### src/rtl/amiq_muxn_arb_pkg.sv
// Shared types and helpers for the N-channel registered mux / arbiter.
//   mode_e        : SEL (fixed select) or RR (round-robin) operation.
//   lock_e        : packet-lock state for round-robin mode.
//   rr_first_one  : rotating first-one search starting after a pointer.
package amiq_muxn_pkg;

  localparam int unsigned MAX_CH = 16;
  localparam int unsigned MAX_PW = 4;

  typedef enum logic {
    MODE_SEL = 1'b0,
    MODE_RR  = 1'b1
  } mode_e;

  typedef enum logic {
    LK_IDLE   = 1'b0,
    LK_LOCKED = 1'b1
  } lock_e;

  // Returns {found, index}. The search starts at ptr+1 and wraps modulo n,
  // so the channel at ptr itself has the lowest priority.
  function automatic logic [MAX_PW:0] rr_first_one(
    input logic [MAX_CH-1:0] req,
    input logic [MAX_PW-1:0] ptr,
    input int unsigned       n
  );
    logic [MAX_PW:0] res;
    int unsigned     idx;
    res = '0;
    for (int unsigned k = 1; k <= n; k++) begin
      idx = (32'(ptr) + k) % n;
      if (!res[MAX_PW] && req[idx[MAX_PW-1:0]]) begin
        res = {1'b1, idx[MAX_PW-1:0]};
      end
    end
    return res;
  endfunction

endpackage

### src/rtl/amiq_muxn_arb_if.sv
// Handshake bundle between the producers, the mux and the consumer.
//   mode/sel                      : selection control
//   in_valid/in_data/in_last      : N_CH producer channels (data packed, ch i at [i*DATA_W +: DATA_W])
//   in_ready                      : per-channel ready from the mux
//   out_valid/out_data/out_last   : registered output beat
//   out_chan                      : source channel of the held beat
//   out_ready                     : consumer ready
// master = producer/consumer side, slave = the mux.
interface amiq_muxn_arb_if #(
  parameter int N_CH   = 4,
  parameter int DATA_W = 8
);
  localparam int PW = $clog2(N_CH);

  logic                     mode;
  logic [PW-1:0]            sel;
  logic [N_CH-1:0]          in_valid;
  logic [N_CH*DATA_W-1:0]   in_data;
  logic [N_CH-1:0]          in_last;
  logic [N_CH-1:0]          in_ready;
  logic                     out_valid;
  logic [DATA_W-1:0]        out_data;
  logic                     out_last;
  logic [PW-1:0]            out_chan;
  logic                     out_ready;

  modport master (
    output mode, sel, in_valid, in_data, in_last, out_ready,
    input  in_ready, out_valid, out_data, out_last, out_chan
  );

  modport slave (
    input  mode, sel, in_valid, in_data, in_last, out_ready,
    output in_ready, out_valid, out_data, out_last, out_chan
  );

endinterface

### src/rtl/amiq_muxn_arb_rr_arbiter.sv
// Combinational round-robin arbiter with optional grant lock.
//   req         : per-channel request
//   ptr         : last granted channel (lowest priority this round)
//   lock_en     : force the grant to lock_ch
//   lock_ch     : channel holding the lock
//   grant       : granted channel index
//   grant_valid : a grant exists this cycle
module amiq_rr_arbiter
  import amiq_muxn_pkg::*;
#(
  parameter int N_CH = 4,
  parameter int PW   = $clog2(N_CH)
) (
  input  logic [N_CH-1:0] req,
  input  logic [PW-1:0]   ptr,
  input  logic            lock_en,
  input  logic [PW-1:0]   lock_ch,
  output logic [PW-1:0]   grant,
  output logic            grant_valid
);

  logic [MAX_CH-1:0] w_req_ext;
  logic [MAX_PW:0]   w_search;

  always_comb begin
    w_req_ext           = '0;
    w_req_ext[N_CH-1:0] = req;
    w_search            = rr_first_one(w_req_ext, MAX_PW'(ptr), N_CH);
    if (lock_en) begin
      // Locked: only the owner may transfer; its bubbles yield no grant.
      grant       = lock_ch;
      grant_valid = req[lock_ch];
    end else begin
      grant       = w_search[PW-1:0];
      grant_valid = w_search[MAX_PW];
    end
  end

endmodule

### src/rtl/amiq_muxn_arb.sv
// N-channel registered mux with fixed-select and round-robin modes.
//   clk : rising-edge clock
//   rst : synchronous active-high reset
//   bus : amiq_muxn_arb_if slave (mode, sel, per-channel valid/data/last/ready,
//         registered out_valid/out_data/out_last/out_chan, out_ready)
// One-deep output register; a new beat loads whenever the register is empty
// or being drained, giving full throughput.
module amiq_muxn_arb
  import amiq_muxn_pkg::*;
#(
  parameter int N_CH     = 4,
  parameter int DATA_W   = 8,
  parameter int PKT_LOCK = 1
) (
  input  logic           clk,
  input  logic           rst,
  amiq_muxn_arb_if.slave bus
);

  localparam int PW = $clog2(N_CH);

  logic                r_out_valid;
  logic [DATA_W-1:0]   r_out_data;
  logic                r_out_last;
  logic [PW-1:0]       r_out_chan;
  logic [PW-1:0]       r_rr_ptr;
  lock_e               r_lock;
  logic [PW-1:0]       r_lock_ch;

  mode_e               w_mode;
  logic                w_accept;
  logic                w_lock_en;
  logic [PW-1:0]       w_rr_grant;
  logic                w_rr_gv;
  logic                w_sel_gv;
  logic [PW-1:0]       w_grant;
  logic                w_grant_valid;
  logic [N_CH-1:0]     w_in_ready;
  logic                w_xfer;
  logic [DATA_W-1:0]   w_sel_data;
  logic                w_sel_last;

  assign w_mode    = mode_e'(bus.mode);
  assign w_accept  = !r_out_valid || bus.out_ready;
  // A held lock is ignored as soon as SEL mode is selected; it is cleared on the next edge.
  assign w_lock_en = (r_lock == LK_LOCKED) && (w_mode == MODE_RR);

  amiq_rr_arbiter #(
    .N_CH (N_CH),
    .PW   (PW)
  ) u_arb (
    .req         (bus.in_valid),
    .ptr         (r_rr_ptr),
    .lock_en     (w_lock_en),
    .lock_ch     (r_lock_ch),
    .grant       (w_rr_grant),
    .grant_valid (w_rr_gv)
  );

  // Out-of-range sel (non power-of-two N_CH) yields no grant.
  assign w_sel_gv = (32'(bus.sel) < N_CH) && bus.in_valid[bus.sel];

  always_comb begin
    if (w_mode == MODE_RR) begin
      w_grant       = w_rr_grant;
      w_grant_valid = w_rr_gv;
    end else begin
      w_grant       = bus.sel;
      w_grant_valid = w_sel_gv;
    end
  end

  always_comb begin
    w_in_ready = '0;
    if (!rst && w_accept && w_grant_valid) begin
      w_in_ready[w_grant] = 1'b1;
    end
  end

  assign w_xfer       = |(bus.in_valid & w_in_ready);
  assign w_sel_data   = bus.in_data[32'(w_grant)*DATA_W +: DATA_W];
  assign w_sel_last   = bus.in_last[w_grant];

  assign bus.in_ready  = w_in_ready;
  assign bus.out_valid = r_out_valid;
  assign bus.out_data  = r_out_data;
  assign bus.out_last  = r_out_last;
  assign bus.out_chan  = r_out_chan;

  always_ff @(posedge clk) begin
    if (rst) begin
      r_out_valid <= 1'b0;
      r_out_data  <= '0;
      r_out_last  <= 1'b0;
      r_out_chan  <= '0;
      r_rr_ptr    <= PW'(N_CH - 1);
      r_lock      <= LK_IDLE;
      r_lock_ch   <= '0;
    end else begin
      if (w_accept) begin
        r_out_valid <= w_xfer;
        if (w_xfer) begin
          r_out_data <= w_sel_data;
          r_out_last <= w_sel_last;
          r_out_chan <= w_grant;
        end
      end

      if (w_xfer && (w_mode == MODE_RR)) begin
        r_rr_ptr <= w_grant;
      end

      if (w_mode == MODE_SEL) begin
        r_lock <= LK_IDLE;
      end else if ((PKT_LOCK != 0) && w_xfer) begin
        if (r_lock == LK_IDLE && !w_sel_last) begin
          r_lock    <= LK_LOCKED;
          r_lock_ch <= w_grant;
        end else if (r_lock == LK_LOCKED && w_sel_last) begin
          r_lock <= LK_IDLE;
        end
      end
    end
  end

  a_ready_onehot0: assert property (@(posedge clk) $onehot0(bus.in_ready))
    else $error("in_ready not one-hot or zero");

  a_out_hold: assert property (@(posedge clk) disable iff (rst)
    (r_out_valid && !bus.out_ready) |=> ($stable(r_out_data) && $stable(r_out_last) && $stable(r_out_chan)))
    else $error("output beat changed under backpressure");

endmodule

### src/flat_wrapper.sv
// flat-port wrapper written by rule: the top's interface ports become plain ports
module amiq_muxn_arb_flat import amiq_muxn_pkg::*;
#(
  parameter int N_CH     = 4,
  parameter int DATA_W   = 8,
  parameter int PKT_LOCK = 1
)
  (clk, rst, bus_mode, bus_sel, bus_in_valid, bus_in_data, bus_in_last, bus_out_ready, bus_in_ready, bus_out_valid, bus_out_data, bus_out_last, bus_out_chan);
  amiq_muxn_arb_if #(.N_CH(N_CH), .DATA_W(DATA_W)) bus_i ();
  input  logic clk;
  input  logic rst;
  input wire logic [$bits(bus_i.mode)-1:0] bus_mode;
  input wire logic [$bits(bus_i.sel)-1:0] bus_sel;
  input wire logic [$bits(bus_i.in_valid)-1:0] bus_in_valid;
  input wire logic [$bits(bus_i.in_data)-1:0] bus_in_data;
  input wire logic [$bits(bus_i.in_last)-1:0] bus_in_last;
  input wire logic [$bits(bus_i.out_ready)-1:0] bus_out_ready;
  output wire logic [$bits(bus_i.in_ready)-1:0] bus_in_ready;
  output wire logic [$bits(bus_i.out_valid)-1:0] bus_out_valid;
  output wire logic [$bits(bus_i.out_data)-1:0] bus_out_data;
  output wire logic [$bits(bus_i.out_last)-1:0] bus_out_last;
  output wire logic [$bits(bus_i.out_chan)-1:0] bus_out_chan;
  assign bus_i.mode = bus_mode;
  assign bus_i.sel = bus_sel;
  assign bus_i.in_valid = bus_in_valid;
  assign bus_i.in_data = bus_in_data;
  assign bus_i.in_last = bus_in_last;
  assign bus_i.out_ready = bus_out_ready;
  assign bus_in_ready = bus_i.in_ready;
  assign bus_out_valid = bus_i.out_valid;
  assign bus_out_data = bus_i.out_data;
  assign bus_out_last = bus_i.out_last;
  assign bus_out_chan = bus_i.out_chan;
  amiq_muxn_arb #(.N_CH(N_CH), .DATA_W(DATA_W), .PKT_LOCK(PKT_LOCK)) u_core (.clk(clk), .rst(rst), .bus(bus_i));
endmodule
### config.mk
export PLATFORM = sky130hd
export DESIGN_NAME = amiq_muxn_arb_flat
export DESIGN_NICKNAME = d
export VERILOG_FILES = /design/src/rtl/amiq_muxn_arb_pkg.sv /design/src/rtl/amiq_muxn_arb_if.sv /design/src/rtl/amiq_muxn_arb_rr_arbiter.sv /design/src/rtl/amiq_muxn_arb.sv /design/src/flat_wrapper.sv
export SDC_FILE = /design/constraint.sdc
export NUM_CORES = 1
export LEC_CHECK = 0
export BUFFER_PORTS_ARGS = -buffer_cell sky130_fd_sc_hd__buf_2
export CAP_MARGIN = 20
export CORE_AREA = 4 4 59 100
export DETAILED_ROUTE_END_ITERATION = 16
export DIE_AREA = 0 0 63 104
export SYNTH_ARGS = -nofsm -noshare
export SYNTH_HDL_FRONTEND = slang
export SYNTH_SLANG_ARGS = --single-unit
### constraint.sdc
create_clock -name clk -period 3.9 [get_ports clk]
set_clock_uncertainty 0.2 [all_clocks]
set_input_delay 0.585 -clock clk [delete_from_list [all_inputs] [get_ports clk]]
set_output_delay 0.585 -clock clk [all_outputs]
set_load 0.01 [all_outputs]
Word level (Yosys, flattened, before mapping)
Cells that the tools add are included.
- register bits: 17
- bits of input ports: 46
- output and inout bits: 16
- logic and storage cells: 73
- add/subtract/negate cells: 4
- order comparisons: 8
- shift-type cells: 1
- mux-type cells: 27
- bitwise logic cells: 3
- reduce and logical (&&, ||, !) cells: 23
- operators by type and width (operator ; number):
    $shiftx A32 B6 Y8 ; 1
    $lt A2 B5 Y1 const B ; 4
    $mux W5 ; 4
    $bmux W1 S2 ; 7
    $mux W1 ; 12
    $logic_and A1 B1 Y1 ; 10
    $lt A2 B3 Y1 const B ; 3
    $logic_not A1 Y1 ; 6
    $add A2 B1 Y2 const B ; 2
    $add A2 B2 Y2 const B ; 2
    $and A4 B4 Y4 ; 1
    $mux W2 ; 2
    $mux W4 ; 1
    $reduce_and A2 Y1 ; 2
    $reduce_or A4 Y1 ; 1
    $reduce_and A3 Y1 ; 1
    $demux W1 S2 ; 1
    $ge A2 B1 Y1 const B ; 1
    $not A1 Y1 ; 2
    $reduce_bool A2 Y1 ; 1
    $reduce_or A2 Y1 ; 1
    $logic_or A1 B1 Y1 ; 1

Longest topological paths before layout
Gate-level depths: netlist of the first run.
- depth after elaboration: 23
- depth in mapped cells: 12
- gate-level depth less buffers: 10

Modules after synthesis
A second synthesis of the first run with hierarchy kept.
- cells, all modules: 171
- area, all modules: 1331.3 um^2
- by module, submodules not included (module ; instances ; cells an instance ; area an instance (um^2) ; seq. area each (um^2)):
    amiq_muxn_arb ; 1 ; 141 ; 1158.6 ; 340.3
    amiq_rr_arbiter ; 1 ; 30 ; 172.7 ; 0.0

Worst setup path after synthesis of the first run
No wires, ideal clock.
- kind: in2out
- start point: in bus_mode
- end point: out bus_in_ready[0]
- data arrival time: 1.733 ns
- data required time: 3.115 ns
- slack: 1.382 ns
- stages: 6
- buffers on the path: 2
- cell sequence: buf_2 > nor2_2 > clkbuf_1 > a31oi_1 > nand2b_1 > nor2_1
- word-level cells in the longest chain between the ends: 8
- elaborated cells between the ends (all ways): 12
- those cells by class: order compare (2); mux (7); reduce/logical (3)
- ends and longest elaborated chain (element ; line ; RTL):
    from (decl) ; flat_wrapper.sv:12 ; input wire logic [$bits(bus_i.mode)-1:0] bus_mode;
    $logic_and A1 B1 Y1 ; amiq_muxn_arb.sv:46 ; assign w_lock_en = (r_lock == LK_LOCKED) && (w_mode == MODE_RR);
    $mux W2 ; amiq_muxn_arb_rr_arbiter.sv:29 ; if (lock_en) begin
    $mux W2 ; amiq_muxn_arb.sv:64 ; if (w_mode == MODE_RR) begin
    $lt A2 B3 Y1 (implied by the code) / $ge A2 B1 Y1 (equally long branches) ; amiq_muxn_arb.sv:76 ; w_in_ready[w_grant] = 1'b1;
    $logic_and A1 B1 Y1 (implied by the code) ; amiq_muxn_arb.sv:76 ;
    $mux W1 (implied by the code) ; amiq_muxn_arb.sv:76 ;
    $demux W1 S2 ; - ;
    $mux W4 (*) ; amiq_muxn_arb.sv:75 ; if (!rst && w_accept && w_grant_valid) begin
    to (decl) ; flat_wrapper.sv:18 ; output wire logic [$bits(bus_i.in_ready)-1:0] bus_in_ready;
Every way passes the cells marked *; elsewhere a longest branch is shown, timed or not.

Final worst setup path of the first run
- start point: in bus_in_valid[3]
- end point: out bus_in_ready[2]
- word-level cells in the longest chain between the ends: 19
- elaborated cells between the ends (all ways): 33
- those cells by class: order compare (2); mux (23); reduce/logical (8)
- ends and longest elaborated chain (element ; line ; RTL):
    from (decl) ; flat_wrapper.sv:14 ; input wire logic [$bits(bus_i.in_valid)-1:0] bus_in_valid;
    $bmux W1 S2 ; amiq_muxn_arb_pkg.sv:32 ; if (!res[MAX_PW] && req[idx[MAX_PW-1:0]]) begin
    $mux W1 (implied by the code) ; amiq_muxn_arb_pkg.sv:32 ;
    $mux W5 ; amiq_muxn_arb_pkg.sv:32 ;
    $logic_not A1 Y1 ; amiq_muxn_arb_pkg.sv:32 ;
    $logic_and A1 B1 Y1 ; amiq_muxn_arb_pkg.sv:32 ;
    $mux W5 ; amiq_muxn_arb_pkg.sv:32 ;
    $logic_not A1 Y1 ; amiq_muxn_arb_pkg.sv:32 ;
    $logic_and A1 B1 Y1 ; amiq_muxn_arb_pkg.sv:32 ;
    [3 not listed] ; - ;
    $mux W5 ; amiq_muxn_arb_pkg.sv:32 ;
    $mux W2 ; amiq_muxn_arb_rr_arbiter.sv:29 ;
    $mux W2 ; amiq_muxn_arb.sv:64 ;
    $lt A2 B3 Y1 (implied by the code) / $ge A2 B1 Y1 (equally long branches) ; amiq_muxn_arb.sv:76 ;
    $logic_and A1 B1 Y1 (implied by the code) ; amiq_muxn_arb.sv:76 ;
    $mux W1 (implied by the code) ; amiq_muxn_arb.sv:76 ;
    $demux W1 S2 ; - ;
    $mux W4 (*) ; amiq_muxn_arb.sv:75 ;
Every way passes the cells marked *; elsewhere a longest branch is shown, timed or not. The select of a mux whose other input is x is not followed.

==> PnR_summary.wiki, run 1 <==
{| class="wikitable"
! Metric !! Value
|-
| Library cell used as clock root buffer || clkbuf_8
|-
| Initial antenna violation count || 0
|-
| Worst path arrival time || 1.97 ns
|-
| Clock insertion delay at the later pin of the skew report || 0.26 ns
|-
| Effective utilization at floorplan || 0.292
|-
| RSZ-0062 raised after global routing || false
|-
| Fraction of final layout cells with drive strength greater than 1 || 0.328
|-
| Number of flops mapped to enable cells by yosys || 0
|-
| GR peak layer || met2
|-
| Syn avg cell area || 7.55 µm²
|-
| Path type of the worst min-delay path || reg2reg
|-
| Pin count of the biggest net entering global routing || 38
|-
| Row count || 34
|-
| Synthesized flop and latch total || 17
|-
| Filler Cell Count || 554
|-
| GRT Total Usage || 0.141
|-
| Vias in the first global route || 1,622
|-
| Final instance area || 1860 µm²
|-
| Category of the worst setup path capture point || primary output
|-
| Endpoint of the lowest-slack register-to-register path || u_core.r_lock
|-
| Routed wirelength normalized by instance count || 15.4 µm
|-
| IO Port Bufs || 61
|-
| Cell depth of the worst flop-to-flop path || 10
|-
| Ant diodes || 0
|-
| Vias per std cell || 5.50
|-
| Total Wirelength || 4.70 mm
|-
| CTS tree || done
|-
| Worst-margin pin slew || 0.508 ns
|-
| Sequential standard cell area || 340 µm²
|-
| Relative max-transition margin || 0.662
|-
| Hold Fails Final Rpt || 0
|-
| Die Y-Extent || 104 µm
|-
| Hold worst-path end || u_core.bus.out_data[3]
|-
| Worst Path Class, Setup || in2out
|-
| Post-CTS resize count || 0
|-
| Met1 Resource Use GR || 0.147
|-
| Share of synthesized area occupied by flip-flops and latches || 0.230
|-
| GR Overflow Total || 0
|-
| Clock transition at the registers of the reported paths || 0.08 ns
|-
| Final slew viol count || 0
|-
| Startpoint type of the worst setup path || input port
|-
| Half-perimeter wire length of the detailed placement result || 3.72 mm
|-
| Fraction of the cycle the final worst path needs || 0.706
|-
| Leading area contributor after synthesis || dfxtp_1
|-
| Period minus WS final || 2.75 ns
|-
| Max clock buf depth || 2
|-
| Hold path depth || 2
|-
| Register-to-register setup slack || 1.30 ns
|-
| First-pass GRT wire length || 7.56 mm
|-
| Synth Net Count || 243
|-
| Sinks on the clock net || 17
|-
| # setup viols final || 0
|-
| Hold wc startpoint || u_core.bus.out_data[3]
|-
| Global-route track usage on met2 || 0.283
|-
| Placed Instance Area || 1810 µm²
|-
| TNS Setup || 0 ns
|-
| Signed area change from the synthesized netlist to the final layout || 25.9%
|-
| Worst slack on hold paths || 0.259 ns
|-
| Post-route DRC violation count || 0
|-
| Nets || 298
|-
| Number of detailed-route iterations in the first pass || 4
|-
| Areal power density over the cells || 308 nW/µm²
|-
| Leading post-synthesis cells by cell area || dfxtp_1 (23%), o211ai_1 (9.6%), mux2i_1 (9.5%), a22oi_1 (9.1%), nand3_1 (9.1%)
|-
| Number of synthesis warnings || 0
|-
| Leakage dissipation || 0.810 nW
|-
| Final RePlAce weighted congestion || 0.808
|-
| Area taken by multi-input logic gates || 1050 µm²
|-
| Post-detailed-route count of antenna-violating nets || 0
|-
| Reg2Reg Launch Point || u_core.r_rr_ptr[0]
|-
| Number of max-cap violations || 0
|-
| Cell count after placement || 300
|-
| Number of hold buffers added after cts || 0
|-
| Post-CTS setup repair buffer count || 0
|-
| Die Outline Area || 6550 µm²
|-
| Worst voltage drop across the vdd grid || 0.176 mV
|-
| Post-synthesis async set-or-reset flop share || 0
|-
| Final standard cell count with taps included and fillers excluded || 304
|-
| Max Freq || 363 MHz
|-
| Floorplan die width || 63 µm
|-
| Number of standard cells after synthesis || 196
|-
| Outcome || finished clean
|-
| Routing usage on met3 || 0.0108
|-
| Number of I/O pins || 62
|-
| Area of the core || 5060 µm²
|-
| Via Count || 1,672
|-
| Required time at the worst-slack endpoint || 3.12 ns
|-
| Crit path max fanout || 12
|-
| H-tree lvl count || 1
|-
| Distinct cells, synth || 39
|-
| Synth Flop Type || dfxtp_1
|-
| Most used standard cells in the synthesized netlist || nand2_1 (27), nand3_1 (27), o211ai_1 (19)
|-
| Syn Std Cell Area || 1480 µm²
|-
| Count of routing violations after the opening detailed-route iteration || 71
|-
| Total CTS buffers || 3
|-
| Top cell type's share of synthesized area || 0.230
|}
[cell type report]
class                   count  area share
inverters                   4     0.00806
clock inverters             1     0.00403
well taps                  54      0.0363
multi-input cells         159       0.562
flip-flops and latches     17       0.183
clock buffers               3      0.0222
repair buffers             66       0.184
[sequential cells by signal, summed over array words and instances, names as in the netlist]
signal                cells
u_core.r_lock             1
u_core.bus.out_data       8
u_core.r_rr_ptr           2
u_core.r_lock_ch          2
u_core.bus.out_chan       2
u_core.bus.out_last       1
u_core.bus.out_valid      1
[how the worst max path moves through the flow]
stage	startpoint	to	slack, ns	cells after the start
6_report	bus_in_valid[3]	bus_in_ready[2]	1.15	7
5_1_grt	bus_in_valid[3]	u_core.r_lock	0.99	11
4_1_cts	bus_in_valid[3]	bus_in_ready[2]	1.13	7
3_5_place_dp	bus_in_valid[3]	u_core.r_lock	0.93	11
3_3_place_gp	bus_mode	u_core.r_lock	1.0	12
2_1_floorplan	bus_mode	bus_in_ready[0]	1.38	6
[metal layers]
layer  wire (µm)  vias up  part of all wire
met5           0        -                 0
met4          77        0             0.016
met3         201        6             0.043
met2        2720       44              0.58
met1        1700      778              0.36
li1            -      844                 -
[cells in the final DEF (no fill, tap or decap), types with 4 or more instances in the layout]
master    count
nand3_1      27
a22oi_1      18
o211ai_1     19
nand2b_1      6
nor2_1        8
o21ai_1      10
buf_4         5
a21oi_1       4
buf_2        61
dfxtp_1      17
nand2_1      27
mux2i_1      14
[report_power, final]
group	internal [W]	total [W]	switching, W
clock network	0.0000719	0.000137	0.0000654
registers	0.000194	0.000207	0.0000132
logic	0.0000981	0.000229	0.000131
total	0.000364	0.000573	0.000209
[critical path, cell delays in order]
cell	delay, ns
buf_2	0.13
nor2b_1	0.21
o21a_1	0.20
o311ai_4	0.13
o21ai_4	0.42
nor2_1	0.12
buf_2	0.16
[kinds of logic (layout without fill, tap and decap cells)]
| group | count (synthesis) | in the layout | synth area share |
|---|---|---|---|
| compound gates | 68 | 68 | 0.345 |
| fa+ha+maj | 1 | 1 | 0.00846 |
| buf+inv | 20 | 74 | 0.0660 |
| flops | 17 | 17 | 0.230 |
| mux | 15 | 15 | 0.110 |
| simple gates | 75 | 75 | 0.240 |
[through the flow]
| step | utilization | total power [W] | setup WS, ns |
|---|---|---|---|
| 2_1_floorplan | - | 0.000361 | 1.38 |
| 3_3_place_gp | 0.358 | 0.000439 | 0.996 |
| 3_5_place_dp | 0.358 | 0.000443 | 0.925 |
| 4_1_cts | 0.368 | 0.000578 | 1.13 |
| 5_1_grt | 0.368 | 0.000610 | 0.993 |
| 6_report | 0.368 | 0.000573 | 1.15 |
(Power assumes the default switching activity.)
==> run 2: changes to the inputs <==
Clock period 3.9 ns to 2.4 ns, I/O delays scaled along.
==> run 2 against run 1 <==
Against the previous run:
- worst setup slack lost 1.0 ns
- critical endpoint is now bus_in_ready[1]
- global-route usage grew 0.32 points
- first-iteration DRC count shrank 25%
- wire length grew 1.4%
- sequential power grew 64%
- flip-flop and latch count is the same
- via count grew 2.2%
- largest cell class unchanged
- sequential share of layout area shrank 0.23 points
- die area is the same
- utilization grew 1.0 points
- final cell count grew 1.6%
- clock-buffer cell count grew 1
==> PnR_summary.wiki, run 2 (synthesis gave the netlist of run 1 again) <==
{| class="wikitable"
! Metric !! Value
|-
| Outcome || finished clean (unchanged)
|-
| Worst path arrival time || 1.74 ns (was 1.97 ns)
|-
| Post-CTS setup repair buffer count || 0 (unchanged)
|-
| Worst voltage drop across the vdd grid || 0.208 mV (was 0.176 mV)
|-
| Total buffers and inverters traversed by the critical path || 2 (unchanged)
|-
| Worst-margin pin slew || 0.330 ns (was 0.508 ns)
|-
| Fraction of final layout cells with drive strength greater than 1 || 0.353 (was 0.328)
|-
| Category of the worst setup path capture point || primary output (unchanged)
|-
| Vias in the first global route || 1,582 (was 1,622)
|-
| Areal power density over the cells || 490 nW/µm² (was 308 nW/µm²)
|-
| Met1 Resource Use GR || 0.146 (was 0.147)
|-
| Hold path depth || 2 (unchanged)
|-
| Cell count after placement || 305 (was 300)
|-
| Number of I/O pins || 62 (unchanged)
|-
| GRT Total Usage || 0.145 (was 0.141)
|-
| Register-to-register setup slack || 0.16 ns (was 1.30 ns)
|-
| Reg2Reg Launch Point || u_core.r_rr_ptr[0] (unchanged)
|-
| Number of hold buffers added after cts || 0 (unchanged)
|-
| Startpoint type of the worst setup path || register (was input port)
|-
| TNS Setup || 0 ns (unchanged)
|-
| Routing usage on met3 || 0.00649 (was 0.0108)
|-
| Routed wirelength normalized by instance count || 15.4 µm (about the same)
|-
| Final slew viol count || 0 (unchanged)
|-
| Count of routing violations after the opening detailed-route iteration || 53 (was 71)
|-
| Nets || 303 (was 298)
|-
| GR Overflow Total || 0 (unchanged)
|-
| Total CTS buffers || 3 (unchanged)
|-
| # setup viols final || 0 (unchanged)
|-
| Clock insertion delay at the later pin of the skew report || 0.25 ns (was 0.26 ns)
|-
| Die Y-Extent || 104 µm (unchanged)
|-
| Max clock buf depth || 2 (unchanged)
|-
| Path type of the worst min-delay path || in2reg (was reg2reg)
|-
| Maximum cell stage delay along the critical path || 0.36 ns (was 0.42 ns)
|-
| Most used cells in the layout excluding fill and tap cells || buf_2 (61), nand2_1 (27), nand3_1 (27) (unchanged)
|-
| Endpoint of the lowest-slack register-to-register path || u_core.r_lock (unchanged)
|-
| Signed area change from the synthesized netlist to the final layout || 29.4% (was 25.9%)
|-
| Slowest cell on the critical path || dfxtp_4 (was o21ai_4)
|-
| Worst slack on hold paths || 0.164 ns (was 0.259 ns)
|-
| Most frequent standard cell in the layout excluding fill and tap cells || buf_2 (unchanged)
|-
| Crit path max fanout || 4 (was 12)
|-
| Required time at the worst-slack endpoint || 1.84 ns (was 3.12 ns)
|-
| Critical path cell sequence || nand2b_1, a21oi_1, o311ai_4, buf_4, o21a_1, nor2_1, buf_2 (was buf_2, nor2b_1, o21a_1, o311ai_4, o21ai_4, nor2_1, buf_2)
|-
| Effective utilization at floorplan || 0.292 (unchanged)
|-
| Max Freq || 435 MHz
|-
| Pin count of the biggest net entering global routing || 34 (was 38)
|-
| Library cell used as clock root buffer || clkbuf_8 (unchanged)
|-
| Filler Cell Count || 550 (was 554)
|-
| Initial antenna violation count || 0 (unchanged)
|-
| Number of detailed-route iterations in the first pass || 5 (was 4)
|-
| Post-route DRC violation count || 0 (unchanged)
|-
| Hold worst-path end || u_core.bus.out_chan[1] (was u_core.bus.out_data[3])
|-
| Sinks on the clock net || 17 (unchanged)
|-
| Hold Fails Final Rpt || 0 (unchanged)
|-
| Hold wc startpoint || rst (was u_core.bus.out_data[3])
|-
| First-pass GRT wire length || 7.58 mm (was 7.56 mm)
|-
| Cell depth of the worst flop-to-flop path || 10 (unchanged)
|-
| Ant diodes || 0 (unchanged)
|-
| Post-detailed-route count of antenna-violating nets || 0 (unchanged)
|-
| Vias per std cell || 5.53 (was 5.50)
|-
| Max reg flops || 8 (unchanged)
|-
| RSZ-0062 raised after global routing || false (unchanged)
|-
| GR peak layer || met2 (unchanged)
|-
| Total Wirelength || 4.76 mm (was 4.70 mm)
|-
| Worst Path Class, Setup || reg2out (was in2out)
|-
| Area of the core || 5060 µm² (unchanged)
|-
| Number of max-cap violations || 0 (unchanged)
|-
| Leakage dissipation || 0.838 nW (was 0.810 nW)
|-
| CTS tree || done (unchanged)
|-
| Via Count || 1,709 (was 1,672)
|-
| Period minus WS final || 2.30 ns
|-
| Fraction of the cycle the final worst path needs || 0.959
|-
| H-tree lvl count || 1 (unchanged)
|-
| IO Port Bufs || 61 (unchanged)
|-
| Half-perimeter wire length of the detailed placement result || 3.76 mm (was 3.72 mm)
|-
| Row count || 34 (unchanged)
|-
| Die Outline Area || 6550 µm² (unchanged)
|-
| Relative max-transition margin || 0.780 (was 0.662)
|-
| Global-route track usage on met2 || 0.295 (was 0.283)
|-
| Final standard cell count with taps included and fillers excluded || 309 (was 304)
|-
| Clock transition at the registers of the reported paths || 0.06 ns (was 0.08 ns)
|-
| Final RePlAce weighted congestion || 0.781 (was 0.808)
|-
| Floorplan die width || 63 µm (unchanged)
|-
| Top Family by Delay on Critical Path || compound AO/OA/AOI/OAI gates (unchanged)
|}
## run 2: worst reg2reg max path, delay by kind of cell (launching register included)
kind	cells	cell delay [ns]
and+or+nand+nor	2	0.22
DFF	1	0.36
buffers and inverters	1	0.07
AOI/OAI and AO/OA	5	0.76
adders and majority gates	1	0.26
muxes	1	0.27
## run 2: final cells by class
cell class / count / area, µm² / share of cell area
Tap cell: 54 / 67.6 / 0.0353
Timing Repair Buffer: 71 / 384 / 0.201
Clock buffer: 4 / 45.0 / 0.0235
Multi-Input combinational cell: 159 / 1060 / 0.552
Inverter: 4 / 15.0 / 0.00785
Sequential cell: 17 / 345 / 0.181
## run 2: how the worst max path moves through the flow
stage | from | end | slack (ns) | cells past startpoint
floorplan | bus_in_valid[3] | u_core.r_lock | 0.23 | 10
global placement | bus_in_valid[3] | u_core.r_lock | 0.04 | 11
detailed placement | bus_in_valid[3] | u_core.r_lock | -0.01 | 11
CTS | u_core.r_rr_ptr[0] | bus_in_ready[1] | 0.01 | 7
global route | u_core.r_rr_ptr[1] | bus_in_ready[0] | 0.008 | 6
finish | u_core.r_rr_ptr[0] | bus_in_ready[1] | 0.1 | 7
## run 2: per-stage QoR
stage | cell area [µm²] | util | total power, W | worst slack (ns)
2_1_floorplan | 1480 | - | 0.000586 | 0.225
4_1_cts | 1900 | 0.376 | 0.000952 | 0.0134
5_1_grt | 1910 | 0.378 | 0.00100 | 0.00830
3_3_place_gp | 1850 | 0.366 | 0.000731 | 0.0375
6_report | 1910 | 0.378 | 0.000937 | 0.0993
3_5_place_dp | 1850 | 0.366 | 0.000735 | -0.0146
## run 2: routing by layer
layer | routed length, µm | share of wire | up-vias
met5 | 0 | 0 | -
met4 | 70 | 0.015 | 0
met3 | 192 | 0.040 | 4
met2 | 2840 | 0.60 | 55
met1 | 1660 | 0.35 | 795
li1 | - | - | 855
## run 2: what timing repair did
item | in CTS | in global routing
hold endpoints to repair | 0 | 0
setup endpoints to repair | 2 | 5
gates resized for setup | 1 | 5
pin swaps | 0 | 1
cloned | 0 | 0
## run 2: power by group
part	switching, W	internal, W	total (W)
Clock	0.0000942	0.000118	0.000212
Sequential	0.0000229	0.000316	0.000339
Combinational	0.000213	0.000174	0.000386
Total	0.000330	0.000607	0.000937
